[config.mk]
export PLATFORM = sky130hd
export DESIGN_NAME = writeback_stage_flat
export DESIGN_NICKNAME = d
export VERILOG_FILES = /design/src/rtl/writeback_stage_if.sv /design/src/rtl/writeback_stage.sv /design/src/flat_wrapper.sv
export SDC_FILE = /design/constraint.sdc
export NUM_CORES = 1
export LEC_CHECK = 0
export CORE_MARGIN = 4
export CORE_UTILIZATION = 45
export CTS_CLUSTER_SIZE = 16
export DETAILED_ROUTE_END_ITERATION = 8
export DONT_BUFFER_PORTS = 1
export PLACE_DENSITY_LB_ADDON = 0.25
export SLEW_MARGIN = 20
export SYNTH_ARGS = -nofsm -noshare
export SYNTH_HDL_FRONTEND = slang
export SYNTH_SLANG_ARGS = --single-unit
[constraint.sdc]
create_clock -name clk -period 7.3 [get_ports clk]
set_input_delay 2.19 -clock clk [delete_from_list [all_inputs] [get_ports clk]]
set_output_delay 2.19 -clock clk [all_outputs]
set_load 0.02 [all_outputs]
[src/rtl/writeback_stage_if.sv]
// Writeback-stage bus bundle: issue/scoreboard query, ALU and load result inputs,
// and the register-file write port. The slave modport is the writeback stage itself.
interface writeback_stage_if;
  logic        iss_valid;
  logic [4:0]  iss_rd;
  logic        alu_valid;
  logic [4:0]  alu_rd;
  logic [31:0] alu_data;
  logic        alu_ready;
  logic        ld_valid;
  logic [4:0]  ld_rd;
  logic [31:0] ld_data;
  logic        ld_ready;
  logic [4:0]  rs1;
  logic [4:0]  rs2;
  logic        rs1_busy;
  logic        rs2_busy;
  logic        rd_busy;
  logic        byp_hit1;
  logic        byp_hit2;
  logic        w_en;
  logic [4:0]  rd;
  logic [31:0] w_data;

  modport master (
    output iss_valid, iss_rd, alu_valid, alu_rd, alu_data,
    output ld_valid, ld_rd, ld_data, rs1, rs2,
    input  alu_ready, ld_ready, rs1_busy, rs2_busy, rd_busy,
    input  byp_hit1, byp_hit2, w_en, rd, w_data
  );

  modport slave (
    input  iss_valid, iss_rd, alu_valid, alu_rd, alu_data,
    input  ld_valid, ld_rd, ld_data, rs1, rs2,
    output alu_ready, ld_ready, rs1_busy, rs2_busy, rd_busy,
    output byp_hit1, byp_hit2, w_en, rd, w_data
  );
endinterface

[src/rtl/writeback_stage.sv]
// Writeback arbiter for the 32x32 register file: load FIFO, ALU/load arbitration with
// ALU anti-starvation, and a busy scoreboard. Define WB_BYPASS_EN to enable w_data bypass hits.
module writeback_stage #(
  parameter int unsigned LD_DEPTH   = 4,
  parameter int unsigned STARVE_MAX = 3
) (
  input  logic          clk,
  input  logic          rst,
  writeback_stage_if.slave wb
);

  localparam int unsigned PTR_W = $clog2(LD_DEPTH);
  localparam int unsigned CNT_W = PTR_W + 1;
  localparam int unsigned ST_W  = $clog2(STARVE_MAX + 1);

  typedef struct packed {
    logic [4:0]  rd;
    logic [31:0] data;
  } ld_ent_t;

  ld_ent_t           r_mem [LD_DEPTH];
  logic [PTR_W-1:0]  r_wptr;
  logic [PTR_W-1:0]  r_rptr;
  logic [CNT_W-1:0]  r_cnt;
  logic [ST_W-1:0]   r_starve;
  logic [31:1]       r_busy;
  logic              r_w_en;
  logic [4:0]        r_rd;
  logic [31:0]       r_w_data;

  logic              w_empty;
  logic              w_full;
  logic              w_ld_win;
  logic              w_alu_ready;
  logic              w_alu_win;
  logic              w_push;
  logic              w_pop;
  logic              w_win;
  ld_ent_t           w_head;
  logic [4:0]        w_win_rd;
  logic [31:0]       w_win_data;
  logic [31:1]       w_busy_nxt;
  logic [31:0]       w_busy_all;
  logic              w_byp1;
  logic              w_byp2;

  // Loads win whenever buffered, unless the ALU has already lost STARVE_MAX times in a row
  always_comb begin
    w_empty     = (r_cnt == '0);
    w_full      = (r_cnt == CNT_W'(LD_DEPTH));
    w_head      = r_mem[r_rptr];
    w_ld_win    = !w_empty && (r_starve < ST_W'(STARVE_MAX));
    w_alu_ready = !w_ld_win;
    w_alu_win   = wb.alu_valid && w_alu_ready;
    w_push      = wb.ld_valid && !w_full;
    w_pop       = w_ld_win;
    w_win       = w_ld_win || w_alu_win;
    w_win_rd    = w_ld_win ? w_head.rd   : wb.alu_rd;
    w_win_data  = w_ld_win ? w_head.data : wb.alu_data;
  end

  // Scoreboard next state: a same-cycle issue to the register being written keeps it busy
  always_comb begin
    w_busy_nxt = r_busy;
    for (int unsigned i = 1; i < 32; i++) begin
      if (r_w_en && (r_rd == 5'(i)))
        w_busy_nxt[i] = 1'b0;
      if (wb.iss_valid && (wb.iss_rd == 5'(i)))
        w_busy_nxt[i] = 1'b1;
    end
  end

  always_comb begin
    w_busy_all = {r_busy, 1'b0};
`ifdef WB_BYPASS_EN
    w_byp1 = r_w_en && (r_rd != 5'd0) && (wb.rs1 == r_rd);
    w_byp2 = r_w_en && (r_rd != 5'd0) && (wb.rs2 == r_rd);
`else
    w_byp1 = 1'b0;
    w_byp2 = 1'b0;
`endif
  end

  assign wb.alu_ready = w_alu_ready;
  assign wb.ld_ready  = !w_full;
  assign wb.rs1_busy  = w_busy_all[wb.rs1] && !w_byp1;
  assign wb.rs2_busy  = w_busy_all[wb.rs2] && !w_byp2;
  assign wb.rd_busy   = w_busy_all[wb.iss_rd];
  assign wb.byp_hit1  = w_byp1;
  assign wb.byp_hit2  = w_byp2;
  assign wb.w_en      = r_w_en;
  assign wb.rd        = r_rd;
  assign wb.w_data    = r_w_data;

  // FIFO storage needs no reset; pointers and count define validity
  always_ff @(posedge clk) begin
    if (w_push)
      r_mem[r_wptr] <= '{rd: wb.ld_rd, data: wb.ld_data};
  end

  always_ff @(posedge clk) begin
    if (rst) begin
      r_wptr   <= '0;
      r_rptr   <= '0;
      r_cnt    <= '0;
      r_starve <= '0;
      r_busy   <= '0;
      r_w_en   <= 1'b0;
      r_rd     <= '0;
      r_w_data <= '0;
    end else begin
      if (w_push)
        r_wptr <= r_wptr + PTR_W'(1);
      if (w_pop)
        r_rptr <= r_rptr + PTR_W'(1);
      if (w_push && !w_pop)
        r_cnt <= r_cnt + CNT_W'(1);
      else if (!w_push && w_pop)
        r_cnt <= r_cnt - CNT_W'(1);

      if (w_alu_win)
        r_starve <= '0;
      else if (wb.alu_valid && (r_starve < ST_W'(STARVE_MAX)))
        r_starve <= r_starve + ST_W'(1);

      r_busy <= w_busy_nxt;

      // x0 results consume their slot but never write
      r_w_en <= w_win && (w_win_rd != 5'd0);
      if (w_win) begin
        r_rd     <= w_win_rd;
        r_w_data <= w_win_data;
      end
    end
  end

endmodule

[src/flat_wrapper.sv]
// flat-port wrapper written by rule: the top's interface ports become plain ports
module writeback_stage_flat 
#(
  parameter int unsigned LD_DEPTH   = 4,
  parameter int unsigned STARVE_MAX = 3
)
  (clk, rst, wb_iss_valid, wb_iss_rd, wb_alu_valid, wb_alu_rd, wb_alu_data, wb_ld_valid, wb_ld_rd, wb_ld_data, wb_rs1, wb_rs2, wb_alu_ready, wb_ld_ready, wb_rs1_busy, wb_rs2_busy, wb_rd_busy, wb_byp_hit1, wb_byp_hit2, wb_w_en, wb_rd, wb_w_data);
  writeback_stage_if wb_i ();
  input  logic clk;
  input  logic rst;
  input wire logic [$bits(wb_i.iss_valid)-1:0] wb_iss_valid;
  input wire logic [$bits(wb_i.iss_rd)-1:0] wb_iss_rd;
  input wire logic [$bits(wb_i.alu_valid)-1:0] wb_alu_valid;
  input wire logic [$bits(wb_i.alu_rd)-1:0] wb_alu_rd;
  input wire logic [$bits(wb_i.alu_data)-1:0] wb_alu_data;
  input wire logic [$bits(wb_i.ld_valid)-1:0] wb_ld_valid;
  input wire logic [$bits(wb_i.ld_rd)-1:0] wb_ld_rd;
  input wire logic [$bits(wb_i.ld_data)-1:0] wb_ld_data;
  input wire logic [$bits(wb_i.rs1)-1:0] wb_rs1;
  input wire logic [$bits(wb_i.rs2)-1:0] wb_rs2;
  output wire logic [$bits(wb_i.alu_ready)-1:0] wb_alu_ready;
  output wire logic [$bits(wb_i.ld_ready)-1:0] wb_ld_ready;
  output wire logic [$bits(wb_i.rs1_busy)-1:0] wb_rs1_busy;
  output wire logic [$bits(wb_i.rs2_busy)-1:0] wb_rs2_busy;
  output wire logic [$bits(wb_i.rd_busy)-1:0] wb_rd_busy;
  output wire logic [$bits(wb_i.byp_hit1)-1:0] wb_byp_hit1;
  output wire logic [$bits(wb_i.byp_hit2)-1:0] wb_byp_hit2;
  output wire logic [$bits(wb_i.w_en)-1:0] wb_w_en;
  output wire logic [$bits(wb_i.rd)-1:0] wb_rd;
  output wire logic [$bits(wb_i.w_data)-1:0] wb_w_data;
  assign wb_i.iss_valid = wb_iss_valid;
  assign wb_i.iss_rd = wb_iss_rd;
  assign wb_i.alu_valid = wb_alu_valid;
  assign wb_i.alu_rd = wb_alu_rd;
  assign wb_i.alu_data = wb_alu_data;
  assign wb_i.ld_valid = wb_ld_valid;
  assign wb_i.ld_rd = wb_ld_rd;
  assign wb_i.ld_data = wb_ld_data;
  assign wb_i.rs1 = wb_rs1;
  assign wb_i.rs2 = wb_rs2;
  assign wb_alu_ready = wb_i.alu_ready;
  assign wb_ld_ready = wb_i.ld_ready;
  assign wb_rs1_busy = wb_i.rs1_busy;
  assign wb_rs2_busy = wb_i.rs2_busy;
  assign wb_rd_busy = wb_i.rd_busy;
  assign wb_byp_hit1 = wb_i.byp_hit1;
  assign wb_byp_hit2 = wb_i.byp_hit2;
  assign wb_w_en = wb_i.w_en;
  assign wb_rd = wb_i.rd;
  assign wb_w_data = wb_i.w_data;
  writeback_stage #(.LD_DEPTH(LD_DEPTH), .STARVE_MAX(STARVE_MAX)) u_core (.clk(clk), .rst(rst), .wb(wb_i));
endmodule
==> results.toml, run 1 <==
[sta]
setup_slack_ns = 1.59
worst_pin_slew_ns = 1.08
rsz0062_at_grt = "no"
fin_setup_tns_ns = 0
timing.slew.headroom_pct = 28.1
slew_violations = 0
fmax_mhz = 175
period_minus_slack_ns = 5.71
holdWs_ns = 0.472
hold_viol = 0
setup_viol = 0
fin_skew_ns = 0.0129
period_share_pct = 78.3

[hold_path]
holdPathStages = 2
min_path_type = "reg2reg"
hold_start = "u_core.r_starve[1]$_SDFFE_PP0P_"
whs_endpoint = "u_core.r_starve[1]$_SDFFE_PP0P_"

[power]
vdd_ir_drop_max_mv = 0.261
finalPower_mw = 3.79
p_per_area_mw_per_mm2 = 360
p_leak_nw = 3.47

[worst_setup_path]
ff2ff_path_depth = 10
r2r_setup_slack_ns = 3.88
crit_fanout = 19
r2r_start = "u_core.r_cnt[0]$_SDFFE_PP0P_"
arrival_ns = 3.52
path_class = "in2out"
critPathRequiredTime_ns = 5.11
startpoint_type = "input pin"
end_kind = "output pin"
r2r_end = "u_core.r_cnt[2]$_SDFFE_PP0P_"

[placed_design]
io_buffer_count = 0
dp_slack_ns = 1.59
hpwl_microns = 13800
gp_congestion = 0.896

[clocking]
cts.clk_slew.worst_paths_ns = 0.06
clockRootBuffer = "clkbuf_16"
cts-htree-levels = 1
cts_sinks = 228
ctsHoldBuffers = 0
numCtsBuffers = 24
clockBufferDepth = 3
insertion_delay_ns = 0.51
tritoncts = "done"
post_cts_resized = 0
postCtsSetupRepairBufs = 0

[floorplanning]
pin_count = 139
die_area_sq_mm = 0.0235
coreArea_sq_mm = 0.0205
start_util_pct = 46.4
row_count = 52
die-width_microns = 153
fp.dieH_microns = 153

[global_routing]
track_usage_pct = 18.1
grt_max_degree = 80
grt_pass1_wl_microns = 33700
gr-total-overflow = 0
grt_pass1_vias = 5919
grt_antenna_before_repair = 1

[drt]
avgViaCountPerCell = 5.90
drt_first_pass_iters = 5
routed_wl_microns = 21300
avgRoutedWirePerCell_microns = 23.4
drt_iter0_drc = 415
drcViolationCount = 0
ant_nets = 0
route.vias.total = 5368

[synthesis]
seq_area_frac_synth_pct = 63.5
async_flop_share_pct = 0
syn_area_sq_mm = 0.00952
synth.lib_cells_used.distinct = 38
synth_edf_count = 148
synth_flop_cell = "edfxtp_1"
post_synth.cell_area_avg_sq_um = 15.0
yosys_warnings = 0
syn_inst = 633
yosys_register_bits = 228

[finish]
antennaDiodeCount = 0
fillerInstances = 1721
area_growth_pct = 10.6
final_nets = 723
drive_above_1_share_pct = 18.3
regArea_sq_mm = 0.00605
multi_input_area_sq_mm = 0.00328

[run]
drv_cap = 0

[outcome]
status = "complete, no violations"
flip-flops by register name, summed over array words and instances (netlist names), named ones only:
register / flops
u_core.r_mem: 148
u_core.r_starve: 2
u_core.r_wptr: 2
u_core.wb.w_data: 32
u_core.r_rptr: 2
u_core.r_cnt: 3
u_core.r_busy: 31
u_core.wb.rd: 5
u_core.wb.w_en: 1
power breakdown:
part / switching [mW] / internal, mW
registers: 0.241 / 1.58
clock network: 0.480 / 0.730
logic: 0.434 / 0.333
cells by family after synthesis:
kind of cell | synth area share, %
fa+ha+maj | 0.999
simple gates | 5.98
other cells | 0.0394
buf+inv | 2.12
xor+xnor | 0.460
flops | 63.5
mux | 19.7
compound gates | 7.14
cell type report:
type / count / share of cell area (%)
clock inverters: 10 / 1.12
multi-input cells: 360 / 31.2
well taps: 270 / 3.21
repair buffers: 3 / 0.333
flip-flops and latches: 228 / 57.5
inverters: 5 / 0.178
clock buffers: 34 / 6.54
how the worst max path moves through the flow:
stage,start,to,slack (ns)
floorplan,wb_iss_rd[0],wb_rd_busy,1.40
global placement,wb_iss_rd[1],wb_rd_busy,1.60
detailed placement,wb_iss_rd[0],wb_rd_busy,1.59
CTS,wb_iss_rd[0],wb_rd_busy,1.59
global route,wb_iss_rd[1],wb_rd_busy,1.59
finish,wb_iss_rd[0],wb_rd_busy,1.59
worst max-delay path, cell delays in order:
cell and delay [ns]:
mux4_2 0.51, mux4_2 0.48, mux2_2 0.34
per-stage QoR:
step	utilization, %	cell area [sq um]	std cells
floorplan	-	9520	634
global placement	47.3	9700	865
detailed placement	47.3	9700	865
CTS	51.2	10500	909
global route	51.4	10500	910
finish	51.4	10500	910
cell usage after synthesis, types with 2 or more instances:
library cell,n,share of area [%]
a211oi_1,37,2.9
a21oi_1,39,2.1
and2_1,4,0.26
and3_1,3,0.20
buf_1,2,0.079
buf_2,17,0.89
buf_4,2,0.16
clkbuf_1,20,0.79
dfxtp_1,80,17
edfxtp_1,148,47
ha_1,6,0.79
inv_1,5,0.20
mux2_2,3,0.36
mux2i_1,39,4.1
mux4_2,64,15
nand2_1,31,1.2
nand2b_1,4,0.26
nand3_1,13,0.68
nor2_1,50,2.0
nor2b_1,7,0.46
nor3_1,2,0.11
nor3b_1,5,0.39
o21ai_0,33,1.7
or3_1,2,0.13
xnor2_1,3,0.28
xor2_1,2,0.18
per-layer routing:
layer  vias to the layer above  part of all wire (%)  GRT usage, %
met1                      2681                    40          22.8
met3                        47                   9.0          6.30
li1                       2448                     -             -
met5                         -                 0.061             0
met2                       190                    49          29.9
met4                         2                   2.6          5.30
cell usage in the layout (no fill, tap or decap), types with 6 or more instances in the layout:
cell	n
edfxtp_1	148
dfxtp_1	78
mux4_2	64
nor2_1	50
mux2i_1	39
a21oi_1	39
a211oi_1	37
o21ai_0	32
nand2_1	31
clkbuf_16	24
nand3_1	13
nor2b_1	7
ha_1	6
Note: power is estimated with default switching activity, not from simulation.
==> run 2, diff against run 1 <==
==> constraint.sdc (replaced) <==
create_clock -name clk -period 5.95 [get_ports clk]
set_input_delay 1.785 -clock clk [delete_from_list [all_inputs] [get_ports clk]]
set_output_delay 1.785 -clock clk [all_outputs]
set_load 0.02 [all_outputs]
==> run 2 against run 1 <==
Against the previous run: worst hold slack lost 0.0076 ns; register-to-register slack lost 1.3 ns; clock power grew 29%; non-clock buffer count shrank 1; worst setup slack lost 0.54 ns; combinational power grew 18%; die area is the same; clock skew grew 0.0016 ns; sequential share of layout area shrank 0.12 points; final area grew 0.21%; total power grew 25%; routed wire length grew 1.7%; critical path type unchanged; critical endpoint unchanged; largest power group unchanged.
==> results.toml, run 2 (synthesis gave the netlist of run 1 again) <==
[sta]
setup_viol = 0
period_share_pct = 82.4
rsz0062_at_grt = "no"
fin_skew_ns = 0.0145
period_minus_slack_ns = 4.91
hold_viol = 0
worst_pin_slew_ns = 1.07
fin_setup_tns_ns = 0
timing.slew.headroom_pct = 29.0
fmax_mhz = 204
slew_violations = 0

[global_routing]
gr-total-overflow = 0
track_usage_pct = 18.2
grt_pass1_wl_microns = 33700
grt_max_degree = 80
grt_antenna_before_repair = 0
grt_pass1_vias = 5939

[placed_design]
gp_congestion = 0.911
hpwl_microns = 14200
dpl.cell_count = 865
io_buffer_count = 0

[worst_setup_path]
critPathRequiredTime_ns = 4.16
startpoint_type = "input pin"
crit_fanout = 19
r2r_setup_slack_ns = 2.55
path_class = "in2out"
end_kind = "output pin"
arrival_ns = 3.12

[drt]
routed_wl_microns = 21600
route.vias.total = 5386
drcViolationCount = 0
drt_iter0_drc = 350
avgViaCountPerCell = 5.93
drt_first_pass_iters = 5
ant_nets = 0
avgRoutedWirePerCell_microns = 23.8

[finish]
drive_above_1_share_pct = 18.2
final_nets = 722
layout_common_cells = "148 x edfxtp_1, 78 x dfxtp_1, 64 x mux4_2"
area_growth_pct = 10.8
final_common_cell = "edfxtp_1"
layout.cells.non_filler = 909
largest_reg_flops = 148
antennaDiodeCount = 0
largest-register = "u_core.r_mem"
postLayoutCoreUtil_pct = 51.5

[outcome]
status = "complete, no violations"

[clocking]
insertion_delay_ns = 0.51
cts.clk_slew.worst_paths_ns = 0.06
post_cts_resized = 0
cts_sinks = 228
clockRootBuffer = "clkbuf_16"
cts-htree-levels = 1
tritoncts = "done"
ctsHoldBuffers = 0
numCtsBuffers = 24
clockBufferDepth = 3
postCtsSetupRepairBufs = 0

[floorplanning]
die_area_sq_mm = 0.0235
die-width_microns = 153
coreArea_sq_mm = 0.0205
start_util_pct = 46.4
pin_count = 139
row_count = 52
fp.dieH_microns = 153

[hold_path]
min_path_type = "reg2reg"

[power]
vdd_ir_drop_max_mv = 0.241
p_per_area_mw_per_mm2 = 448
finalPower_mw = 4.72
p_leak_nw = 3.48

[run]
drv_cap = 0
run 2: cell type report:
class,instances,area [sq um]
clock buffer,32,671
clock inverter,12,179
fill,1706,9950
inverter,5,18.8
multi-input combinational,360,3280
sequential,228,6050
tap,270,338
timing repair buffer,2,15.0
run 2: metrics by stage:
stage | instance area [sq um] | setup WS, ns | hold WS, ns
6_report | 10500 | 1.04 | 0.464
5_1_grt | 10500 | 1.01 | 0.514
4_1_cts | 10500 | 1.05 | 0.462
3_5_place_dp | 9700 | 1.05 | 0.453
3_3_place_gp | 9700 | 1.05 | 0.438
2_1_floorplan | 9520 | 0.862 | 0.436
run 2: path summary, 6_finish.rpt:
check,startpoint,endpoint,cells after the start
worst max-delay path,wb_iss_rd[1],wb_rd_busy,4
worst max register to register,u_core.r_cnt[0]$_SDFFE_PP0P_,u_core.r_cnt[2]$_SDFFE_PP0P_,10
worst min register to register,u_core.r_starve[1]$_SDFFE_PP0P_,u_core.r_starve[1]$_SDFFE_PP0P_,2
worst min-delay path,u_core.r_starve[1]$_SDFFE_PP0P_,u_core.r_starve[1]$_SDFFE_PP0P_,2
run 2: power breakdown:
| group | switching (mW) | leakage [nW] | internal [mW] |
|---|---|---|---|
| clock network | 0.596 | 0.410 | 0.969 |
| logic | 0.502 | 1.05 | 0.403 |
| registers | 0.320 | 2.01 | 1.93 |
| total | 1.42 | 3.48 | 3.30 |
run 2: critical path: stages:
cell	delay [ns]
mux2_1	0.29
a22o_1	0.24
mux4_2	0.46
mux2_2	0.34
run 2: per-layer routing:
layer	track usage (%)	share of wire (%)	up-vias
met2	30.8	50	203
met1	22.1	38	2703
met3	6.30	9.4	38
met4	5.30	2.3	0
li1	-	-	2442
met5	0	0	-
==> run 3, diff against run 2 <==
==> constraint.sdc (replaced) <==
create_clock -name clk -period 5.1 [get_ports clk]
set_input_delay 1.53 -clock clk [delete_from_list [all_inputs] [get_ports clk]]
set_output_delay 1.53 -clock clk [all_outputs]
set_load 0.02 [all_outputs]
==> run 3 against run 2 <==
Against the previous run: sequential share of layout area rose by 0.37 points; routed wire length shrank 0.39%; core utilization shrank 0.33 points; worst setup slack lost 0.34 ns; largest cell class unchanged.
==> results.toml, run 3 (synthesis gave the netlist of run 1 again) <==
[worst_setup_path]
slowest_stage = "mux4_2"
cpPeakStageDelay_ns = 0.47
crit_fanout = 19
path_cells = "mux2_1 > a22o_1 > mux4_2 > mux2_2"
crit_family = "multiplexers"
arrival_ns = 2.87
path_class = "in2out"
startpoint_type = "input pin"
end_kind = "output pin"
worstPathBufferInverterCount = 0
critPathRequiredTime_ns = 3.57

[finish]
largest-register = "u_core.r_mem"
postLayoutCoreUtil_pct = 51.1
drive_above_1_share_pct = 17.6
largest_reg_flops = 148
layout_common_cells = "148 x edfxtp_1, 78 x dfxtp_1, 64 x mux4_2"
area_growth_pct = 10.1
antennaDiodeCount = 0
final_common_cell = "edfxtp_1"
layout.cells.non_filler = 908
final_nets = 722

[sta]
fin_setup_tns_ns = 0
fmax_mhz = 227
holdWs_ns = 0.461
setup_viol = 0
worst_pin_slew_ns = 1.07
rsz0062_at_grt = "no"
period_share_pct = 86.2
timing.slew.headroom_pct = 28.5
fin_skew_ns = 0.0214
slew_violations = 0
period_minus_slack_ns = 4.40
hold_viol = 0

[floorplanning]
pin_count = 139
row_count = 52
die-width_microns = 153
coreArea_sq_mm = 0.0205
start_util_pct = 46.4
fp.dieH_microns = 153
die_area_sq_mm = 0.0235

[placed_design]
io_buffer_count = 0
gp_congestion = 0.907
hpwl_microns = 14000
dpl.cell_count = 865

[drt]
ant_nets = 0
drt_first_pass_iters = 4
avgRoutedWirePerCell_microns = 23.7
route.vias.total = 5352
routed_wl_microns = 21500
drt_iter0_drc = 335
drcViolationCount = 0
avgViaCountPerCell = 5.89

[clocking]
clockBufferDepth = 3
numCtsBuffers = 24
clockRootBuffer = "clkbuf_16"
postCtsSetupRepairBufs = 0
ctsHoldBuffers = 0
tritoncts = "done"
post_cts_resized = 0
cts.clk_slew.worst_paths_ns = 0.06
insertion_delay_ns = 0.52
cts_sinks = 228
cts-htree-levels = 1

[global_routing]
grt_max_degree = 80
grt_antenna_before_repair = 1
grt_pass1_wl_microns = 33500
track_usage_pct = 18.0
gr-total-overflow = 0
grt_pass1_vias = 5870

[power]
p_per_area_mw_per_mm2 = 516
p_sw_share_pct = 30.6
clkPwrFrac_pct = 31.7
p_sw_mw = 1.66
internal_power_mw = 3.76
comb_power_share_pct = 19.4
p_leak_nw = 3.45
vdd_ir_drop_max_mv = 0.242
seq_power_share_pct = 48.9

[hold_path]
min_path_type = "reg2reg"

[outcome]
status = "complete, no violations"

[run]
drv_cap = 0
-- run 3: cell count changes in the layout (fill, tap and decap cells not counted), sizes merged --
cell      previous run  this run
clkinv               6        10
clkinvlp             2         1
clkbuf              32        29
bufinv               4         3
-- run 3: routing by layer --
| layer | vias to the layer above | GRT usage, % | share of wire, % |
|---|---|---|---|
| li1 | 2426 | - | - |
| met1 | 2676 | 22.1 | 39 |
| met2 | 201 | 30.2 | 49 |
| met3 | 47 | 6.53 | 9.4 |
| met4 | 2 | 5.13 | 2.5 |
| met5 | - | 0 | 0.060 |
-- run 3: worst paths after layout --
path / startpoint / end / slack [ns] / cells past startpoint
max: wb_iss_rd[1] / wb_rd_busy / 0.70 / 4
min: u_core.r_starve[1]$_SDFFE_PP0P_ / u_core.r_starve[1]$_SDFFE_PP0P_ / 0.46 / 2
max reg2reg: u_core.r_cnt[0]$_SDFFE_PP0P_ / u_core.r_cnt[2]$_SDFFE_PP0P_ / 2.42 / 9
min reg2reg: u_core.r_starve[1]$_SDFFE_PP0P_ / u_core.r_starve[1]$_SDFFE_PP0P_ / 0.46 / 2
-- run 3: layout make-up --
class / instances / area [sq um]
Tap cell: 270 / 338
Clock buffer: 29 / 629
Sequential cell: 228 / 6050
Clock inverter: 14 / 154
Multi-Input combinational cell: 360 / 3280
Fill cell: 1727 / 10000
Inverter: 5 / 18.8
Timing Repair Buffer: 2 / 15.0
-- run 3: worst min-delay path, stage by stage (launching register included) --
cell and delay, ns:
dfxtp_1 0.31, nand2_1 0.05, a21oi_1 0.05
-- run 3: power by group through the flow --
stage / clock [mW] / sequential [mW] / combinational, mW
after floorplan: 0 / 2.55 / 0.912
after global placement: 0 / 2.68 / 1.04
after detailed placement: 0 / 2.69 / 1.07
after CTS: 1.76 / 2.65 / 1.07
after global routing: 1.83 / 2.68 / 1.16
final: 1.71 / 2.64 / 1.05
-- run 3: stage by stage --
stage / instance area [sq um] / setup WS [ns] / power [mW]
after global placement: 9700 / 0.716 / 3.72
after detailed placement: 9700 / 0.707 / 3.76
after floorplan: 9520 / 0.522 / 3.47
final: 10500 / 0.701 / 5.41
after global routing: 10500 / 0.652 / 5.67
after CTS: 10500 / 0.705 / 5.48
